==> config.mk <==
export PLATFORM = sky130hd
export DESIGN_NAME = post_processing_seq
export DESIGN_NICKNAME = d
export VERILOG_FILES = /design/src/rtl/post_processing_seq.sv
export SDC_FILE = /design/constraint.sdc
export NUM_CORES = 1
export LEC_CHECK = 0
export BUFFER_PORTS_ARGS = -buffer_cell sky130_fd_sc_hd__buf_2
export CELL_PAD_IN_SITES_DETAIL_PLACEMENT = 1
export CELL_PAD_IN_SITES_GLOBAL_PLACEMENT = 1
export CORE_MARGIN = 2
export CORE_UTILIZATION = 38
export CTS_CLUSTER_SIZE = 28
export DETAILED_ROUTE_END_ITERATION = 10
export PLACE_DENSITY_LB_ADDON = 0.1
export SYNTH_ARGS = -nofsm -noshare
export SYNTH_HDL_FRONTEND = slang
export SYNTH_SLANG_ARGS = --single-unit
export TNS_END_PERCENT = 30
==> constraint.sdc <==
create_clock -name clk_i -period 1.7 [get_ports clk_i]
set_input_delay 0.085 -clock clk_i [delete_from_list [all_inputs] [get_ports clk_i]]
set_output_delay 0.085 -clock clk_i [all_outputs]
set_load 0.02 [all_outputs]
==> src/rtl/post_processing_seq.sv <==
// ---------------------------------------------------------------------------
// post_processing_seq
//
// Back end of the chunk-serial 4-bit prefix adder. The block takes one 4-bit
// chunk per beat, least significant chunk first. Each beat carries the bitwise
// propagate of the chunk and the group generate/propagate prefixes from the
// prefix network. The block resolves the carry that passes from one chunk to
// the next, forms the sum bits and builds a WIDTH-bit result. When the last
// chunk has been accepted, the result is held on a valid/ready port until the
// consumer takes it.
//
// Optional feature: define POST_PROC_OVF_EN to register the signed overflow
// flag on ovf_o. When the macro is not defined, ovf_o is tied to 0.
//
// Ports:
//   clk_i        clock, rising edge
//   rst_ni       asynchronous active-low reset
//   in_valid_i   chunk beat valid
//   in_ready_o   block can accept a beat
//   carry_i      operation carry-in, used only on the first beat
//   prop_i       bitwise propagate of the chunk
//   grp_gen_i    group generate over chunk bits 0..j (carry-in excluded)
//   grp_prop_i   group propagate over chunk bits 0..j
//   flush_i      synchronous abort of the operation in progress (not in HOLD)
//   out_valid_o  result valid
//   out_ready_i  consumer accepts result
//   sum_o        assembled sum
//   carry_o      final carry-out
//   ovf_o        signed overflow (POST_PROC_OVF_EN only)
// ---------------------------------------------------------------------------
module post_processing_seq #(
    parameter int WIDTH = 16
) (
    input  logic             clk_i,
    input  logic             rst_ni,
    input  logic             in_valid_i,
    output logic             in_ready_o,
    input  logic             carry_i,
    input  logic [3:0]       prop_i,
    input  logic [3:0]       grp_gen_i,
    input  logic [3:0]       grp_prop_i,
    input  logic             flush_i,
    output logic             out_valid_o,
    input  logic             out_ready_i,
    output logic [WIDTH-1:0] sum_o,
    output logic             carry_o,
    output logic             ovf_o
);

    localparam int NUM_CHUNKS = WIDTH / 4;
    localparam int CW         = (NUM_CHUNKS > 1) ? $clog2(NUM_CHUNKS) : 1;

    typedef enum logic [1:0] {
        ST_IDLE  = 2'd0,
        ST_ACCUM = 2'd1,
        ST_HOLD  = 2'd2
    } state_e;

    // Carry into each bit of the chunk. Bit 0 gets cin. Bit j gets the
    // group prefix over bits 0..j-1, combined with cin.
    function automatic logic [3:0] chunk_carries(input logic [2:0] gg,
                                                 input logic [2:0] gp,
                                                 input logic       cin);
        logic [3:0] c;
        c[0] = cin;
        for (int j = 1; j < 4; j++) begin
            c[j] = gg[j-1] | (gp[j-1] & cin);
        end
        return c;
    endfunction

    // Carry-out of the whole chunk, which is the carry into the next chunk.
    function automatic logic chunk_cout(input logic gg3, input logic gp3, input logic cin);
        return gg3 | (gp3 & cin);
    endfunction

    state_e           state_q, state_d;
    logic [CW-1:0]    cnt_q, cnt_d;
    logic             c_q, c_d;
    logic [WIDTH-1:0] sum_q, sum_d;
    logic             out_valid_q, out_valid_d;
    logic             in_ready_q, in_ready_d;

    logic             beat_s;
    logic             last_s;
    logic             cin_s;
    logic [3:0]       carries_s;
    logic             cout_s;
    logic [3:0]       chunk_sum_s;

    assign beat_s      = in_valid_i & in_ready_q;
    assign last_s      = (cnt_q == CW'(NUM_CHUNKS - 1));
    // An accepted beat in IDLE starts a new operation and takes the external carry.
    assign cin_s       = (state_q == ST_IDLE) ? carry_i : c_q;
    assign carries_s   = chunk_carries(grp_gen_i[2:0], grp_prop_i[2:0], cin_s);
    assign cout_s      = chunk_cout(grp_gen_i[3], grp_prop_i[3], cin_s);
    assign chunk_sum_s = prop_i ^ carries_s;

    // Next-state, counter, carry and sum-register update.
    always_comb begin
        state_d = state_q;
        cnt_d   = cnt_q;
        c_d     = c_q;
        sum_d   = sum_q;
        case (state_q)
            ST_IDLE, ST_ACCUM: begin
                if (flush_i) begin
                    state_d = ST_IDLE;
                    cnt_d   = {CW{1'b0}};
                    c_d     = 1'b0;
                end else if (beat_s) begin
                    for (int i = 0; i < NUM_CHUNKS; i++) begin
                        if (cnt_q == CW'(i)) begin
                            sum_d[4*i +: 4] = chunk_sum_s;
                        end else begin
                            sum_d[4*i +: 4] = sum_q[4*i +: 4];
                        end
                    end
                    c_d = cout_s;
                    if (last_s) begin
                        state_d = ST_HOLD;
                        cnt_d   = {CW{1'b0}};
                    end else begin
                        state_d = ST_ACCUM;
                        cnt_d   = cnt_q + CW'(1);
                    end
                end else begin
                    state_d = state_q;
                end
            end
            ST_HOLD: begin
                if (out_ready_i) begin
                    state_d = ST_IDLE;
                end else begin
                    state_d = ST_HOLD;
                end
            end
            default: begin
                state_d = ST_IDLE;
                cnt_d   = {CW{1'b0}};
                c_d     = 1'b0;
            end
        endcase
        out_valid_d = (state_d == ST_HOLD);
        in_ready_d  = (state_d != ST_HOLD);
    end

    // State and datapath registers. The handshake outputs are registered from next state.
    always_ff @(posedge clk_i or negedge rst_ni) begin
        if (!rst_ni) begin
            state_q     <= ST_IDLE;
            cnt_q       <= {CW{1'b0}};
            c_q         <= 1'b0;
            sum_q       <= {WIDTH{1'b0}};
            out_valid_q <= 1'b0;
            in_ready_q  <= 1'b0;
        end else begin
            state_q     <= state_d;
            cnt_q       <= cnt_d;
            c_q         <= c_d;
            sum_q       <= sum_d;
            out_valid_q <= out_valid_d;
            in_ready_q  <= in_ready_d;
        end
    end

`ifdef POST_PROC_OVF_EN
    logic ovf_q, ovf_d;

    // Signed overflow: the carry into the MSB differs from the carry out of the MSB.
    always_comb begin
        ovf_d = ovf_q;
        if ((state_q != ST_HOLD) && flush_i) begin
            ovf_d = 1'b0;
        end else if (beat_s && last_s) begin
            ovf_d = carries_s[3] ^ cout_s;
        end else begin
            ovf_d = ovf_q;
        end
    end

    // Overflow flag register.
    always_ff @(posedge clk_i or negedge rst_ni) begin
        if (!rst_ni) begin
            ovf_q <= 1'b0;
        end else begin
            ovf_q <= ovf_d;
        end
    end

    assign ovf_o = ovf_q;
`else
    assign ovf_o = 1'b0;
`endif

    assign in_ready_o  = in_ready_q;
    assign out_valid_o = out_valid_q;
    assign sum_o       = sum_q;
    assign carry_o     = c_q;

endmodule

=== Word-level counts from Yosys, hierarchy flattened ===
Cells that the tools add are included.

* Add/sub/neg operators: 1
* Equality and inequality tests: 8
* Mux-type cells: 13
* Bitwise logic cells: 12
* Reduce and logical (&&, ||, !) cells: 8

{| class="wikitable"
|+ Operator list
! operator !! number
|-
| $reduce_and 4->1 || 4
|-
| $mux 2 || 7
|-
| $eq 2x2->1 const B || 4
|-
| $pmux 2 s2 || 2
|-
| $and 1x1->1 || 5
|-
| $eq 2x1->1 const B || 2
|-
| $logic_not 2->1 || 2
|-
| $or 1x1->1 || 4
|-
| $xor 4x4->4 || 1
|-
| $mux 1 || 3
|-
| $ne 3x3->1 const B || 1
|-
| $add 2x1->2 const B || 1
|-
| $ne 2x2->1 const B || 1
|-
| $not 1->1 || 2
|-
| $pmux 1 s2 || 1
|-
| $reduce_and 2->1 || 1
|-
| $reduce_or 2->1 || 1
|}

* Register bits: 23
* Input port bits: 18
* Output and inout bits: 20
* Logic and storage cells: 51

=== Depth between registers and ports, before layout ===
Gate-level depths: netlist of run 1.

* Word-level depth: 7
* Mapped depth: 5
* Depth with buffers taken out: 5

=== Worst setup path before layout of run 1 ===
OpenSTA, ideal clock, no wires.

* Path kind: register -> register
* From: reg state_q[1]
* To: reg sum_q[10] (netlist: sum_o[10])
* Library setup time: 0.143 ns
* Data arrival time: 1.333 ns
* Path slack: 0.224 ns
* Stages on the path, launching flop included: 5
* Path buffers: 1
* Cells stage by stage: dfrtp_1 > buf_6 > o211a_1 > nor4_1 > o31ai_1

* Word-level cells in the longest chain between the ends: 5
* Elaborated cells on any way between the ends: 8
* Classes of those cells: 1 x eq/ne; 1 x mux; 3 x bitwise; 3 x reduce/logical

{| class="wikitable"
|+ RTL lines
! element !! line !! source
|-
| from (decl) || 77 || <nowiki>state_e state_q, state_d;</nowiki>
|-
| from (signal assigned) || 158 || <nowiki>state_q <= state_d;</nowiki>
|-
| $logic_not 2->1 || 94, 105 ||
|-
| $mux 1 || 94 || <nowiki>assign cin_s = (state_q == ST_IDLE) ? carry_i : c_q;</nowiki>
|-
| $and 1x1->1 || 67 || <nowiki>c[j] = gg[j-1] | (gp[j-1] & cin);</nowiki>
|-
| $or 1x1->1 || 67 ||
|-
| $xor 4x4->4 || 97 || <nowiki>assign chunk_sum_s = prop_i ^ carries_s;</nowiki>
|-
| to (signal assigned) || 154 || <nowiki>sum_q <= {WIDTH{1'b0}};</nowiki>
|-
| to (signal assigned) || 161 || <nowiki>sum_q <= sum_d;</nowiki>
|-
| to (decl) || 80 || <nowiki>logic [WIDTH-1:0] sum_q, sum_d;</nowiki>
|}

Parallel ways exist; a longest one is shown, timed or not.
A chain may end at the register's enable or synchronous reset.

=== Worst setup path in the final report of run 1 ===
* From: reg cnt_q[0]
* To: reg out_valid_q (netlist: out_valid_o)

* Word-level cells in the longest chain between the ends: 6

{| class="wikitable"
|+ RTL lines
! element !! line !! source
|-
| from (decl) || 78 || <nowiki>logic [CW-1:0] cnt_q, cnt_d;</nowiki>
|-
| from (signal assigned) || 152 || <nowiki>cnt_q <= {CW{1'b0}};</nowiki>
|-
| from (signal assigned) || 159 || <nowiki>cnt_q <= cnt_d;</nowiki>
|-
| $eq 2x2->1 || 92 || <nowiki>assign last_s = (cnt_q == CW'(NUM_CHUNKS - 1));</nowiki>
|-
| $mux 2 || 120 || <nowiki>if (last_s) begin</nowiki>
|-
| $mux 2 || 111 || <nowiki>end else if (beat_s) begin</nowiki>
|-
| $mux 2 || 107 || <nowiki>if (flush_i) begin</nowiki>
|-
| $pmux 2 s2 || 105 || <nowiki>case (state_q)</nowiki>
|-
| net state_d[0] || 77 ||
|-
| $eq 2x2->1 || 144 || <nowiki>out_valid_d = (state_d == ST_HOLD);</nowiki>
|-
| net out_valid_d || 81 || <nowiki>logic out_valid_q, out_valid_d;</nowiki>
|-
| to (signal assigned) || 162 || <nowiki>out_valid_q <= out_valid_d;</nowiki>
|-
| to (decl) || 81 ||
|}

The timed path passes the listed nets, and every way through them passes these cells.

==> results.json, run 1 <==
{
  "hold_viol_final": 0,
  "post-place-ws_ps": -32.1,
  "fin_tns_setup_ps": 0,
  "critPathMaxStageDelay_ps": 470,
  "final_cells": 197,
  "rr_worst_depth": 4,
  "seqCellArea_um2": 577,
  "gp_congestion": 0.760,
  "start_kind": "flip-flop",
  "grt_pass1_vias": 1021,
  "root_buffer": "clkbuf_4",
  "hold_depth": 3,
  "crit_start": "cnt_q[0]$_DFFE_PN0P_",
  "grt.total_usage": 0.183,
  "clockPowerShare": 0.169,
  "worstPathArrival_ps": 1720,
  "r2r-start": "cnt_q[0]$_DFFE_PN0P_",
  "ir_worst_vdd_mv": 0.332,
  "p_sw_frac": 0.378,
  "final_common_cell": "buf_2",
  "die_y_um": 60.1,
  "yosysWarnings": 0,
  "ff2ff_setup_slack_ps": 170,
  "port_buffers": 36,
  "rsz0062_at_grt": "false",
  "worstSkewPairLatency_ps": 310,
  "dieWidth_um": 60.1,
  "cpMaxStageDelayCell": "dfrtp_1",
  "setup_slack_ps": 168,
  "ant_nets": 0,
  "drt-total-wl_um": 3050,
  "rows": 20,
  "io_pins": 38,
  "grt_use_met1": 0.247,
  "final_cell_mix": "36 x buf_2, 22 x dfrtp_1, 17 x o21ai_0",
  "grt_util_met2": 0.306,
  "skew_ps": 7.39,
  "power_switching_uw": 585,
  "busiest_layer": "met2",
  "syn-num-nets": 135,
  "syn2layout_area_growth_pct": 24.1,
  "crit_end": "out_valid_o$_DFF_PN0_",
  "cp_common_cell": "a211oi_1",
  "grt.overflow.total": 0,
  "finalMaxSlewViolations": 0,
  "antenna_found_initial": 0,
  "initial_utilization": 0.395,
  "power_density_nw_per_um2": 1040,
  "critPathRequiredTime_ps": 1890,
  "numCtsBuffers": 3,
  "crit_fanout": 6,
  "clk_pin_slew_ps": 140,
  "ys_ff_latch": 23,
  "fin_util": 0.491,
  "cp_top_family": "compound AO/OA/AOI/OAI gates",
  "tightestPinTransition_ps": 522,
  "grt_pass1_wl_um": 4910,
  "fmax_mhz": 653,
  "drv_cap": 0,
  "p_total_uw": 1550,
  "ys_seq_area_frac": 0.481,
  "crit_chain": "ha_1 -> nand3b_1 -> a211oi_1 -> a211oi_1",
  "worstSetupPathType": "reg -> reg",
  "fillCellCount": 374,
  "yosysUniqueCellTypes": 30,
  "crit_cells": 4,
  "p_seq_frac": 0.479,
  "drc": 0,
  "regToRegEndpoint": "out_valid_o$_DFF_PN0_",
  "postSynthCellCount": 112,
  "layout.nets": 177,
  "power_frac_comb": 0.352,
  "diodes": 0,
  "drt_iter0_markers": 19,
  "multi_input_area_um2": 561,
  "num_vias": 1050,
  "p_leak_uw": 0.000728,
  "cts_tree": "built",
  "cts.sinks": 23,
  "core_um2": 3030,
  "crit_path_end_kind": "flip-flop",
  "cts_setup_buffers": 0,
  "critPathBufInv": 0,
  "internal_power_uw": 963,
  "drive_gt1_frac": 0.327,
  "status": "finished clean",
  "avgSynthCellArea_um2": 10.7,
  "fin_crit_ps": 1530,
  "hp-class": "in -> reg",
  "viasPerCell": 5.33,
  "dp_hpwl_um": 2400,
  "dp_cells": 190,
  "die-area_um2": 3620,
  "wire_per_inst_um": 15.5,
  "period_share": 0.901,
  "final-setup-viol-count": 0,
  "use_met3": 0.0260,
  "syn-cell-area_um2": 1200,
  "grt_max_degree": 24,
  "cts_buffer_depth": 2,
  "relSlewSlack": 0.652,
  "dr.pass1.iters": 4,
  "htreeDepth": 1
}
-- worst register-to-register path, stage by stage (launching register included) --
cell and delay (ps):
dfrtp_1 470, ha_1 260, nand3b_1 170, a211oi_1 410, a211oi_1 90
-- cells in the mapped netlist --
cell,instances,share of area
ha_1,5,0.052
a211oi_1,3,0.019
o31a_1,3,0.022
a21oi_1,3,0.013
a21bo_2,1,0.0084
conb_1,1,0.0031
o31ai_1,16,0.10
a22o_1,1,0.0073
nand3b_1,1,0.0063
and4bb_2,4,0.042
buf_6,1,0.0094
or3b_1,1,0.0073
nand2_1,5,0.016
inv_1,7,0.022
o211a_1,3,0.025
o21a_1,1,0.0063
buf_2,1,0.0042
a211o_1,1,0.0073
and3b_1,1,0.0073
a21o_1,1,0.0063
dfrtp_1,23,0.48
nand4bb_1,1,0.0094
buf_4,1,0.0063
nor3_1,1,0.0042
nor4_1,3,0.016
clkbuf_1,3,0.0094
a221o_1,1,0.0084
nor2b_1,1,0.0052
a21boi_0,1,0.0063
o21ai_0,17,0.071
-- sequential cells by signal (all words and copies together) (netlist names) --
signal / count
state_q: 2
cnt_q: 2
carry_o: 1
out_valid_o: 1
in_ready_o: 1
sum_o: 16
-- cell type report --
cell class / instances / share of cell area
multi-input cells: 76 / 0.377
clock inverters: 1 / 0.00337
flip-flops and latches: 23 / 0.388
repair buffers: 43 / 0.162
inverters: 7 / 0.0177
well taps: 44 / 0.0370
clock buffers: 3 / 0.0152
-- worst min-delay path by stage --
stage          startpoint                    to  slack, ps
6_report       in_valid_i  state_q[0]$_DFF_PN0_        140
5_1_grt        in_valid_i  state_q[0]$_DFF_PN0_        160
4_1_cts        in_valid_i  state_q[0]$_DFF_PN0_        120
3_5_place_dp       rst_ni  sum_o[5]$_DFFE_PN0P_         90
3_3_place_gp       rst_ni  sum_o[5]$_DFFE_PN0P_         80
2_1_floorplan      rst_ni   carry_o$_DFFE_PN0P_       -210
-- power by group through the flow --
stage,Clock [µW],Combinational (µW),Sequential [µW]
2_1_floorplan,0,186,899
3_3_place_gp,0,532,750
3_5_place_dp,0,547,758
4_1_cts,276,554,745
5_1_grt,295,610,758
6_report,261,545,743
-- timing repair --
action / 4_1_cts / 5_1_grt
endpoints found under the hold margin: 25 / 0
hold buffers: 3 / 0
gates resized for setup: 1 / 1
setup endpoints to repair: 4 / 8
-- cells by family after synthesis --
family / count (synthesis) / share of synthesized area
other cells: 1 / 0.00313
simple gates: 18 / 0.113
fa+ha+maj: 5 / 0.0522
buf+inv: 13 / 0.0512
flops: 23 / 0.481
compound gates: 52 / 0.300
-- routing by layer --
layer,wire length (µm),vias to the layer above
li1,-,509
met1,1370,517
met2,1570,20
met3,79,4
met4,22,0
met5,0,-
-- through the flow --
step	cell area, µm²	hold WS [ps]
4_1_cts	1490	119
3_3_place_gp	1430	83.8
6_report	1490	136
2_1_floorplan	1200	-211
3_5_place_dp	1430	91.0
5_1_grt	1490	159
(Power assumes the default switching activity.)
==> run 2: changes to the inputs <==
==> constraint.sdc (replaced) <==
create_clock -name clk_i -period 1.6 [get_ports clk_i]
set_input_delay 0.08 -clock clk_i [delete_from_list [all_inputs] [get_ports clk_i]]
set_output_delay 0.08 -clock clk_i [all_outputs]
set_load 0.01 [all_outputs]
==> run 2 against run 1 <==
First-iteration DRC count grew 89%. Flip-flop and latch count is the same. Sequential share of layout area shrank 1.3 points. Clock power grew 11%. Maximum frequency grew 0.53%. Utilization grew 1.8 points. Clock-buffer cell count is the same. Via count grew 2.9%. Power grew 1.5%. Worst hold slack lost 25 ps. Final cell count grew 2.5%. Critical path type unchanged. Critical endpoint is now sum_o[15]$_DFFE_PN0P_. Largest power group unchanged.
==> results.json, run 2 (synthesized netlist as in run 1, its figures left out) <==
{
  "drive_gt1_frac": 0.373,
  "root_buffer": "clkbuf_4",
  "gp_congestion": 0.743,
  "numCtsBuffers": 3,
  "skew_ps": 5.47,
  "start_kind": "flip-flop",
  "hold_viol_final": 0,
  "dp_hpwl_um": 2400,
  "power_density_nw_per_um2": 1020,
  "dieWidth_um": 60.1,
  "met2_wirelength_um": 1670,
  "crit_start": "state_q[1]$_DFF_PN0_",
  "p_sw_frac": 0.342,
  "fin_tns_setup_ps": 0,
  "cts_buffer_depth": 2,
  "grt.total_usage": 0.190,
  "p_leak_uw": 0.000754,
  "num_vias": 1080,
  "fin_crit_ps": 1520,
  "hold_start": "in_valid_i",
  "diodes": 0,
  "hp-class": "in -> reg",
  "crit_fanout": 7,
  "fmax_mhz": 656,
  "r2r-start": "state_q[1]$_DFF_PN0_",
  "fin_util": 0.509,
  "io_pins": 38,
  "worstSkewPairLatency_ps": 320,
  "power_switching_uw": 538,
  "port_buffers": 36,
  "dp_cells": 192,
  "die_y_um": 60.1,
  "grt.overflow.total": 0,
  "grt_pass1_vias": 1100,
  "drt-met1-wl_um": 1380,
  "worstPathArrival_ps": 1760,
  "grt_pass1_wl_um": 5110,
  "cts.sinks": 23,
  "ir_worst_vdd_mv": 0.429,
  "antenna_found_initial": 0,
  "finalMaxSlewViolations": 0,
  "final-setup-viol-count": 0,
  "period_share": 0.953,
  "die-area_um2": 3620,
  "status": "finished clean",
  "dr.pass1.iters": 5,
  "worstSetupPathType": "reg -> reg",
  "tightestPinTransition_ps": 531,
  "layout.nets": 182,
  "initial_utilization": 0.395,
  "largest_reg_flops": 16,
  "cts_tree": "built",
  "core_um2": 3030,
  "grt_max_degree": 24,
  "highest_layer": "met4",
  "drv_cap": 0,
  "internal_power_uw": 1030,
  "place_area_um2": 1440,
  "ant_nets": 0,
  "wire_per_inst_um": 15.5,
  "drc": 0,
  "wl_met3_um": 68,
  "final_common_cell": "buf_2",
  "p_seq_frac": 0.503,
  "final_cells": 202,
  "drt_iter0_markers": 36,
  "critPathRequiredTime_ps": 1840,
  "power_frac_comb": 0.313,
  "htreeDepth": 1,
  "drt-total-wl_um": 3140,
  "final_cell_mix": "36 x buf_2, 21 x dfrtp_1, 16 x o21ai_0",
  "relSlewSlack": 0.646,
  "viasPerCell": 5.35,
  "final_area_um2": 1540,
  "syn2layout_area_growth_pct": 28.6,
  "clk_pin_slew_ps": 140,
  "clockPowerShare": 0.184,
  "crit_path_end_kind": "flip-flop",
  "rows": 20
}
[run 2: worst paths after layout]
path                                               to  slack [ps]  cells past startpoint
max in group asynchronous        state_q[0]$_DFF_PN0_         970                      2
min in group asynchronous        sum_o[6]$_DFFE_PN0P_         250                      2
worst min-delay path             state_q[0]$_DFF_PN0_         110                      3
worst min register to register   sum_o[9]$_DFFE_PN0P_         520                      2
worst max register to register  sum_o[15]$_DFFE_PN0P_          80                      4
worst max-delay path            sum_o[15]$_DFFE_PN0P_          80                      4
[run 2: timing repair]
action | in CTS | in global routing
setup endpoints to repair | 0 | 10
endpoints found under the hold margin | 25 | 0
hold buffers | 3 | 0
setup buffers | 0 | 3
resized for setup | 0 | 6
[run 2: per-stage QoR]
stage / hold WS [ps] / power [µW] / setup slack [ps]
floorplan: -216 / 1050 / 124
global placement: 82.5 / 1270 / 120
detailed placement: 90.6 / 1290 / 56.3
CTS: 107 / 1580 / 51.5
global route: 118 / 1690 / -7.53
finish: 111 / 1570 / 75.7
[run 2: area by class of cell]
cell class,count,area (µm²)
multi-input cells,76,576
clock inverters,1,7.51
repair buffers,48,275
clock buffers,3,22.5
inverters,7,26.3
well taps,44,55.1
fillers,362,1490
flip-flops and latches,23,578
[run 2: worst max-delay path, stage by stage (launching register included)]
cell and delay (ps):
dfrtp_2 470, buf_4 150, and4bb_2 380, nand2_1 170
o31ai_2 270
[run 2: power groups by stage]
| stage | clock (µW) | combinational [µW] | sequential, µW |
|---|---|---|---|
| floorplan | 0 | 197 | 856 |
| detailed placement | 0 | 481 | 806 |
| finish | 289 | 492 | 792 |
| global route | 324 | 559 | 810 |
| CTS | 298 | 488 | 793 |
| global placement | 0 | 473 | 798 |
[run 2: layer usage]
metal,vias to the layer above,GRT usage
li1,520,-
met5,-,0
met1,542,0.251
met3,2,0.0260
met2,16,0.320
met4,0,0.0571
